## src/rtl/cpu_trace_buffer.sv

```systemverilog
// Circular trace history of executed Hack CPU instructions, frozen a fixed number of records
// after the PC reaches FINAL_PC and then drained oldest-first over a valid/ready port.
module cpu_trace_buffer #(
  parameter int unsigned DEPTH     = 16,
  parameter logic [15:0] FINAL_PC  = 16'd400,
  parameter int unsigned POST_TRIG = 4
) (
  input  logic                     CLK_50,
  input  logic                     resetN,
  input  logic                     arm,
  input  logic [14:0]              pc,
  input  logic [15:0]              instruction,
  input  logic                     write_m,
  input  logic [14:0]              addr_m,
  input  logic [15:0]              out_m,
  output logic                     rd_valid,
  input  logic                     rd_ready,
  output logic [14:0]              rd_pc,
  output logic [15:0]              rd_inst,
  output logic                     rd_wr,
  output logic [14:0]              rd_addr,
  output logic [15:0]              rd_data,
  output logic [$clog2(DEPTH):0]   count,
  output logic                     busy,
  output logic                     finished
);

  localparam int unsigned AW = $clog2(DEPTH);
  localparam logic [AW:0] FULL = (AW + 1)'(DEPTH);
  localparam logic [AW-1:0] POST_LAST = AW'((POST_TRIG == 0) ? 0 : POST_TRIG - 1);

  typedef enum logic [2:0] {StIdle, StArmed, StPost, StDrain, StDone} state_e;

  state_e        state;
  logic [AW-1:0] wr_ptr;
  logic [AW-1:0] rd_ptr;
  logic [AW-1:0] post_cnt;
  logic [14:0]   last_pc;
  logic          last_pc_valid;
  logic [62:0]   mem [DEPTH];

  logic          capture;
  logic          trigger;
  logic          pop;
  logic [62:0]   head;

  // A record is taken only on the first cycle of each new pc, so CPU stalls collapse to one entry.
  always_comb begin
    capture  = ((state == StArmed) || (state == StPost)) && (!last_pc_valid || (pc != last_pc));
    trigger  = capture && (state == StArmed) && ({1'b0, pc} >= FINAL_PC);
    rd_valid = (state == StDrain) && (count != '0);
    pop      = rd_valid && rd_ready;
    head     = rd_valid ? mem[rd_ptr] : '0;
  end

  assign {rd_pc, rd_inst, rd_wr, rd_addr, rd_data} = head;

  always_ff @(posedge CLK_50) begin
    if (capture) begin
      mem[wr_ptr] <= {pc, instruction, write_m, addr_m, out_m};
    end
  end

  always_ff @(posedge CLK_50 or negedge resetN) begin
    if (!resetN) begin
      state         <= StIdle;
      wr_ptr        <= '0;
      rd_ptr        <= '0;
      post_cnt      <= '0;
      count         <= '0;
      last_pc       <= '0;
      last_pc_valid <= 1'b0;
      busy          <= 1'b0;
      finished      <= 1'b0;
    end else begin
      case (state)
        StIdle, StDone: begin
          if (arm) begin
            state         <= StArmed;
            wr_ptr        <= '0;
            rd_ptr        <= '0;
            post_cnt      <= '0;
            count         <= '0;
            last_pc_valid <= 1'b0;
            busy          <= 1'b1;
            finished      <= 1'b0;
          end
        end
        StArmed, StPost: begin
          last_pc       <= pc;
          last_pc_valid <= 1'b1;
          if (capture) begin
            wr_ptr <= wr_ptr + 1'b1;
            // A full buffer overwrites its oldest record.
            if (count == FULL) begin
              rd_ptr <= rd_ptr + 1'b1;
            end else begin
              count <= count + 1'b1;
            end
            if (state == StArmed) begin
              if (trigger) begin
                post_cnt <= '0;
                if (POST_TRIG == 0) begin
                  state <= StDrain;
                  busy  <= 1'b0;
                end else begin
                  state <= StPost;
                end
              end
            end else begin
              post_cnt <= post_cnt + 1'b1;
              if (post_cnt == POST_LAST) begin
                state <= StDrain;
                busy  <= 1'b0;
              end
            end
          end
        end
        StDrain: begin
          if (count == '0) begin
            state    <= StDone;
            finished <= 1'b1;
          end else if (pop) begin
            rd_ptr <= rd_ptr + 1'b1;
            count  <= count - 1'b1;
            if (count == (AW + 1)'(1)) begin
              state    <= StDone;
              finished <= 1'b1;
            end
          end
        end
        default: state <= StIdle;
      endcase
    end
  end

endmodule
```

## config.mk

```make
export PLATFORM = sky130hd
export DESIGN_NAME = cpu_trace_buffer
export DESIGN_NICKNAME = d
export VERILOG_FILES = /design/src/rtl/cpu_trace_buffer.sv
export SDC_FILE = /design/constraint.sdc
export NUM_CORES = 1
export LEC_CHECK = 0
export CAP_MARGIN = 0
export CORE_ASPECT_RATIO = 1.4
export CORE_MARGIN = 2
export CORE_UTILIZATION = 45
export CTS_CLUSTER_SIZE = 10
export DETAILED_ROUTE_END_ITERATION = 12
export DONT_BUFFER_PORTS = 1
export HOLD_SLACK_MARGIN = 0.02
export PLACE_DENSITY = 0.68
export SETUP_SLACK_MARGIN = 0.3
export SYNTH_ARGS = -nofsm -noshare
export SYNTH_HDL_FRONTEND = slang
export SYNTH_SLANG_ARGS = --single-unit
```

## constraint.sdc

```tcl
create_clock -name CLK_50 -period 16.3 [get_ports CLK_50]
set_input_delay 0 -clock CLK_50 [delete_from_list [all_inputs] [get_ports CLK_50]]
set_output_delay 0 -clock CLK_50 [all_outputs]
set_load 0.1 [all_outputs]
```

==> Word-level counts from Yosys, hierarchy flattened <==
Memories as Yosys holds them, arrays and structs flattened.
Cells that the tools add are included.
{ "totals": {"mem_bits_rw": 1008, "memories": 1, "romBits": 0, "latch_bits": 0, "regBits": 38} }
{ "mem_list": {"columns": ["memory", "depth", "word_bits", "rd", "rd_clocked_by_memory_dff", "wr", "line_no", "text"], "rows": [
  ["mem", 16, 63, 1, 0, 1, "40", "logic [62:0] mem [DEPTH];"]
]} }
{ "classes": {"n_shift": 0, "muxes": 41, "div": 0, "n_reduce_logical": 24, "magnitude_cmp": 1, "n_eq_ne": 20, "mul": 0, "bitwise_logic": 0, "n_addsub": 5} }
{ "op_table": {"columns": ["op", "count"], "rows": [
  ["2-to-1 mux 63 bit", 1],
  ["2-to-1 mux 4 bit", 9],
  ["2-to-1 mux 5 bit", 5],
  ["2-to-1 mux 3 bit", 8],
  ["AND reduction 6 bit", 3],
  ["!= test 2 bit, second input constant", 8],
  ["case mux 4 bit (2 select lines)", 2],
  [">= comparator 15 x 9 -> 1 bit, second input constant", 1],
  ["!= test 15 bit", 1],
  ["case mux 5 bit (3 select lines)", 1],
  ["adder 4 x 1 -> 4 bit, second input constant", 3],
  ["case mux 4 bit (3 select lines)", 1],
  ["2-to-1 mux 1 bit", 10],
  ["case mux 3 bit (3 select lines)", 1],
  ["AND reduction 4 bit", 2],
  ["== test 3 x 2 -> 1 bit, second input constant", 2],
  ["!= test 3 bit, second input constant", 2],
  ["case mux 1 bit (2 select lines)", 3],
  ["adder 5 x 1 -> 5 bit, second input constant", 1],
  ["== test 5 x 1 -> 1 bit, second input constant", 1],
  ["== test 5 bit, second input constant", 1],
  ["logical AND 1 bit", 5],
  ["logical NOT 5 bit", 1],
  ["AND reduction 5 bit", 1],
  ["15 further kinds", 18]
]} }

==> Depth between registers and ports, before layout <==
Gate-level depths: netlist of the first run.
{ "depth": {"depth_word": 9, "mapped_depth": 8} }

==> Worst setup path before layout of the first run <==
OpenSTA, ideal clock, no wires.
{ "synth_timing": {"path_type": "register to register", "startpoint": "reg state[1]", "endpoint": "mem mem[0][0], enable pin", "path_buffers": 0, "stages_incl_launch_ff": 5, "t_arrival_ns": 7.086, "path_slack_ns": 8.575, "period_less_slack_ns": 7.725, "t_required_ns": 15.660, "setup_time_ns": 0.640, "cell_sequence": "dfrtp_1 -> nand2b_1 -> a21oi_1 -> nand2_1 -> nor4_1"} }
{ "synth_between": {"elab_chain_len": 5} }
{ "synth_lines": {"columns": ["item", "line_no", "text"], "rows": [
  ["start: declaration", "34", "state_e state;"],
  ["start signal: assignment", "66", "state <= StIdle;"],
  ["start signal: assignment", "79", "state <= StArmed;"],
  ["start signal: assignment", "104", "state <= StDrain;"],
  ["== test 3 x 1 -> 1 bit / == test 3 x 2 -> 1 bit (equally long branches)", "49", "capture = ((state == StArmed) || (state == StPost)) && (!last_pc_valid || (pc != last_pc));"],
  ["logical OR 1 bit *", "49", null],
  ["logical AND 1 bit *", "49", null],
  ["2-to-1 mux 1 bit *", "59", "if (capture) begin"],
  ["2-to-1 mux 1 bit (implied by the code) *", "60", "mem[wr_ptr] <= {pc, instruction, write_m, addr_m, out_m};"],
  ["end: declaration", "40", null]
]} }
Every way passes the cells marked *; elsewhere a longest branch is shown, timed or not.

==> Worst setup path after layout of the first run <==
{ "layout_timing": {"startpoint": "reg rd_ptr[1]", "endpoint": "out rd_pc[8]"} }
{ "layout_between": {"elab_chain_len": 2} }
{ "layout_lines": {"columns": ["item", "line_no", "text"], "rows": [
  ["start: declaration", "36", "logic [AW-1:0] rd_ptr;"],
  ["start signal: assignment", "96", "rd_ptr <= rd_ptr + 1'b1;"],
  ["start signal: assignment", "124", "rd_ptr <= rd_ptr + 1'b1;"],
  ["memory (16 x 63 bit)", null, null],
  ["2-to-1 mux 63 bit", "53", "head = rd_valid ? mem[rd_ptr] : '0;"],
  ["end: declaration", "18", "output logic [14:0] rd_pc,"]
]} }
No other way between the ends.

==> flow_summary.toml, run 1 <==
[floorplanning]
initial_core_util_pct = 45.3
die_h_um = 359
core_area_um2 = 89600
ios = 138
die-area_um2 = 92700
placementRows = 130
dieWidth_um = 258

[sta]
fmaxAchievable_mhz = 192
fin_crit_ns = 5.21
tightest_slew_ns = 1.15
setup_tns_ns = 0
maxSlewViolCount = 0
finalCritPeriodShare_pct = 31.9
rsz0062_at_grt = "no"
finClkSkew_ns = 0.0287
final-hold-violation-count = 0
slew_headroom_pct = 23.6
setup_viol = 0

[synth]
synth_top_area_share_pct = 74.5
yosysUniqueCellTypes = 49
async_flop_share_pct = 3.63
yosysTopAreaCell = "edfxtp_1"
synth_nets = 1792
synthesis.area_um2 = 40600
synth_most_common_cell = "edfxtp_1"
ys_seq_elements = 1046
synth_edf_count = 1008
yosys_warnings = 0
postSynthAreaPerCell_um2 = 23.7
synthCells = 1715
ys_seq_area_share_pct = 76.9
synth_area_leaders = "edfxtp_1 (75%), mux4_2 (17%), dfrtp_1 (2.3%), and3_1 (0.99%), buf_6 (0.78%)"
synthFlopType = "edfxtp_1"
synthTopCellsByCount = "edfxtp_1 (1008), mux4_2 (315), and3_1 (64), clkbuf_1 (49), dfrtp_1 (38)"

[placed_design]
placed_area_um2 = 41900
dp_hpwl_um = 44900
gp_congestion = 0.738
io_buffer_count = 0

[route]
wl_per_cell_um = 29.6
num_vias = 18500
antenna_left = 0
drc = 0
wl_um = 90900
viasPerCell = 6.02
drt_iter0_drc = 1618
first_pass_iters = 7

[setup_path]
startpoint_type = "register"
arrival_ns = 5.21
cp-end-kind = "primary output"
required_ns = 16.30
rr_startpoint = "count[0]$_DFFE_PN0P_"
reg2reg_setup_slack_ns = 12.18
critPathKind = "register to primary output"
r2r_cells = 9
crit_fanout = 70
r2r_end = "rd_ptr[1]$_DFFE_PN0P_"

[cts]
cts_tree = "yes"
post-cts-setup-buffers = 0
ctsResizeCount = 0
clk_pin_slew_worst_paths_ns = 0.06
htreeDepth = 3
cts-root-buf = "clkbuf_16"
numCtsBuffers = 115
cts_hold_buf = 71
clk-insertion-delay-late_ns = 0.71
clk_path_buf_depth = 3
clock_sinks = 1046

[global_route]
grt_pass1_vias = 19600
overflow = 0
grt_pass1_wl_um = 132000
grt_use_total_pct = 19.7
grt_max_degree = 71
antenna_found_initial = 13
met1_usage_pct = 25.6
use_met2_pct = 33.4
grt_use_met3_pct = 4.46
grt-busiest-layer = "met2"

[worst_hold_path]
hold_depth = 6
hold_class = "input pin to register"
whs_endpoint = "count[4]$_DFFE_PN0P_"
hold_path.startpoint = "pc[13]"

[final_layout]
layout-drive-gt1-share_pct = 27.8
syn_to_final_growth_pct = 12.7
post-route-util_pct = 51.1
nets = 1923
final_cell_area_um2 = 45800

[outcome]
status = "finished clean"

[flow_run]
max_cap_viol_count = 0

[power_and_ir_drop]
ir_drop_uv = 155
p_total_mw = 8.08
leakage_nw = 14.3
powerDensity_nw_per_um2 = 176
-- per-layer routing --
metal,vias up,routed length (um)
li1,7555,-
met1,10000,34600
met2,782,47100
met3,139,7150
met4,14,1930
met5,-,92
-- worst max-delay path, cell delays in order (launching register included) --
cell and delay, ns:
dfrtp_4 1.02, buf_4 0.94, buf_4 0.84, mux4_2 0.43, mux4_2 0.57, and3_1 0.57
-- registers in the layout, indices dropped and copies added (netlist names), 3 cells and up --
register and cells:
count 5, mem 1008, post_cnt 4, rd_ptr 4
last_pc 15, wr_ptr 4, state 3
-- cells in the final DEF (no fill, tap or decap), types with 11 or more instances in the layout --
master	instances
edfxtp_1	1008
mux4_2	315
clkbuf_16	117
dlygate4sd3_1	69
and3_1	64
buf_4	37
dfrtp_1	34
clkbuf_1	25
nand2_1	24
mux2_2	17
xnor2_1	15
inv_1	11
nor2_1	11
-- cells by family (layout without fill, tap and decap cells) --
kind of cell    Yosys count  count (layout)  share of synthesized area, %
compound gates           45              45                         0.758
xor+xnor                 15              15                         0.324
fa+ha+maj                10              10                         0.308
buf+inv                 106             270                          1.52
flops                  1046            1046                          76.9
mux                     336             336                          18.0
other cells               0               4                             0
simple gates            157             157                          2.17
-- per-stage QoR --
| step | setup slack (ns) | instances | hold slack, ns |
|---|---|---|---|
| 6_report | 11.09 | 3071 | 0.0363 |
| 5_1_grt | 10.68 | 3069 | 0.0616 |
| 3_3_place_gp | 11.76 | 2845 | -0.292 |
| 4_1_cts | 10.94 | 3066 | 0.0258 |
| 2_1_floorplan | 8.57 | 1715 | -0.296 |
| 3_5_place_dp | 11.70 | 2845 | -0.293 |
-- worst max-delay path by stage --
| stage | startpoint | to | slack (ns) | depth (start not counted) |
|---|---|---|---|---|
| after floorplan | state[1]$_DFFE_PN0P_ | mem[0][0]$_DFFE_PP_ | 8.57 | 4 |
| after global placement | rd_ptr[0]$_DFFE_PN0P_ | rd_pc[4] | 11.76 | 5 |
| after detailed placement | rd_ptr[0]$_DFFE_PN0P_ | rd_pc[4] | 11.70 | 5 |
| after CTS | rd_ptr[0]$_DFFE_PN0P_ | rd_pc[4] | 10.94 | 5 |
| after global routing | rd_ptr[0]$_DFFE_PN0P_ | rd_pc[4] | 10.68 | 5 |
| final | rd_ptr[1]$_DFFE_PN0P_ | rd_pc[8] | 11.09 | 5 |
-- power by group --
| part | internal [mW] | switching [mW] |
|---|---|---|
| Combinational | 0.935 | 1.41 |
| Clock | 1.29 | 0.952 |
| Sequential | 3.27 | 0.214 |
| Total | 5.50 | 2.58 |
-- area by class of cell --
type                       instances  area (um2)
timing repair buffer             109        1010
clock inverter                     8         109
clock buffer                     142        3020
inverter                          11        41.3
multi-input combinational        563        8860
sequential                      1046       31200
antenna                            4        10.0
fill                            6757       43800
tap                             1188        1490
No activity file was read; power rests on OpenSTA's default activity.
==> run 2, diff against run 1 <==
clock period = 5.25 ns   (was 16.3 ns; I/O delays follow)
==> run 2 against run 1 <==
  * Sequential share of layout area fell by 0.086 points
  * Clock skew decreased by 0.0090 ns
  * Clock power grew to 3.1 times the previous value
  * Critical path depth did not move
  * Setup slack lost 9.8 ns
  * Via count fell by 1.1%
  * First-iteration DRC count grew 9.1%
  * Register-to-register slack got worse by 11 ns
  * Cell area grew 0.13%
  * Sequential power rose to 3.1 times the previous value
  * Routed wire length shrank 3.0%
  * Core utilization is 0.064 points higher
==> flow_summary.toml, run 2 (synthesis results as in run 1) <==
[final_layout]
nets = 1918
layout-drive-gt1-share_pct = 27.7
final_cell_area_um2 = 45800
nFillCells = 6743
biggestRegsByFlops = "mem x1008, last_pc x15, count x5"
largest_register = "mem"
multi_input_area_um2 = 8890
layout_commonest_cell = "edfxtp_1"
mostFrequentLayoutCells = "edfxtp_1 (1008), mux4_2 (315), clkbuf_16 (119), dlygate4sd3_1 (68), and3_1 (64)"
largest_reg_flops = 1008
seq_area_um2 = 31200
syn_to_final_growth_pct = 12.9

[cts]
post-cts-setup-buffers = 0
numCtsBuffers = 115
cts_hold_buf = 70
cts-root-buf = "clkbuf_16"
clk_pin_slew_worst_paths_ns = 0.06
clock_sinks = 1046
ctsResizeCount = 0
clk-insertion-delay-late_ns = 0.68
cts_tree = "yes"
clk_path_buf_depth = 3
htreeDepth = 3

[sta]
final-hold-violation-count = 0
slew_headroom_pct = 13.8
hold_slack_ns = 0.0853
tightest_slew_ns = 1.29
setup_viol = 0
fin_crit_ns = 3.92
fmaxAchievable_mhz = 255
finalCritPeriodShare_pct = 74.6
rsz0062_at_grt = "no"
maxSlewViolCount = 0
finClkSkew_ns = 0.0197
setup_tns_ns = 0

[route]
num_vias = 18300
antenna_left = 0
viasPerCell = 5.97
drc = 0
drt_iter0_drc = 1766
first_pass_iters = 7
wl_per_cell_um = 28.8
wl_um = 88200

[placed_design]
placed_area_um2 = 42000
io_buffer_count = 0
gp_congestion = 0.750
dp_hpwl_um = 45300

[global_route]
antenna_found_initial = 11
grt_max_degree = 74
grt_pass1_vias = 19600
grt_use_total_pct = 19.3
met1_usage_pct = 25.0
grt_pass1_wl_um = 131000
use_met2_pct = 33.8
overflow = 0
grt_use_met3_pct = 3.33
grt-busiest-layer = "met2"

[setup_path]
critPathKind = "register to primary output"
crit_fanout = 37
path_buf_inv = 2
arrival_ns = 3.92
cp_slowest_cell = "dfrtp_4"
cp-end-kind = "primary output"
startpoint_type = "register"
crit_family = "multiplexers"
path_cells = "buf_4, buf_4, mux4_2, mux4_2, and3_1"
required_ns = 5.25
cp_slowest_stage_delay_ns = 0.92

[power_and_ir_drop]
powerDensity_nw_per_um2 = 550
leakage_nw = 14.3
ir_drop_uv = 520
p_total_mw = 25.2

[floorplanning]
placementRows = 130
core_area_um2 = 89600
ios = 138
dieWidth_um = 258
die-area_um2 = 92700
initial_core_util_pct = 45.3
die_h_um = 359

[outcome]
status = "finished clean"

[flow_run]
max_cap_viol_count = 0

[worst_hold_path]
hold_class = "input pin to register"
-- run 2: changes by cell type in the layout (fill, tap and decap cells not counted), sizes merged --
cell | before | now
buf | 39 | 36
dlygate4sd3 | 69 | 68
clkbuf | 143 | 144
bufinv | 1 | 0
clkinvlp | 1 | 0
clkinv | 4 | 1
-- run 2: through the flow --
step	instances	setup WS, ns	util, %
6_report	3063	1.33	51.1
3_5_place_dp	2842	1.68	46.9
2_1_floorplan	1715	0.124	-
5_1_grt	3061	1.09	51.1
4_1_cts	3059	1.20	51.1
3_3_place_gp	2842	1.70	46.9
-- run 2: cell type report --
| class | count | area share (%) |
|---|---|---|
| Antenna cell | 4 | 0.0218 |
| Sequential cell | 1046 | 68.2 |
| Tap cell | 1188 | 3.24 |
| Multi-Input combinational cell | 563 | 19.4 |
| Clock buffer | 144 | 6.72 |
| Timing Repair Buffer | 104 | 2.32 |
| Clock inverter | 3 | 0.0464 |
| Inverter | 11 | 0.0901 |
-- run 2: worst paths after layout --
| kind | from | end | slack, ns | cells past startpoint |
|---|---|---|---|---|
| worst max-delay path | rd_ptr[0]$_DFFE_PN0P_ | rd_data[9] | 1.33 | 5 |
| worst min-delay path | pc[6] | state[0]$_DFFE_PN0P_ | 0.09 | 4 |
| worst max register to register | count[0]$_DFFE_PN0P_ | count[0]$_DFFE_PN0P_ | 1.63 | 8 |
| worst min register to register | last_pc_valid$_DFFE_PN0P_ | last_pc_valid$_DFFE_PN0P_ | 0.49 | 1 |
| max in group asynchronous | resetN | rd_ptr[3]$_DFFE_PN0P_ | 4.60 | 4 |
| min in group asynchronous | resetN | last_pc[14]$_DFFE_PN0P_ | 0.44 | 4 |
-- run 2: layer usage --
metal	up-vias	part of all wire, %
met2	560	53
met4	10	2.0
met5	-	0.071
met3	117	5.3
met1	10000	39
li1	7548	-
-- run 2: worst reg2reg max path, cell delays in order, from the launching register on --
cell,delay [ns]
dfrtp_1,1.07
inv_1,0.17
ha_1,0.29
nand3b_1,0.11
buf_4,0.28
a21oi_1,0.11
nor3_1,0.83
nand2_1,0.25
mux2_1,0.38
-- run 2: where the power goes --
part	internal, mW	total, mW	switching, mW
Clock	4.02	6.91	2.89
Combinational	2.97	7.44	4.47
Sequential	10.2	10.9	0.712
Total	17.1	25.2	8.08
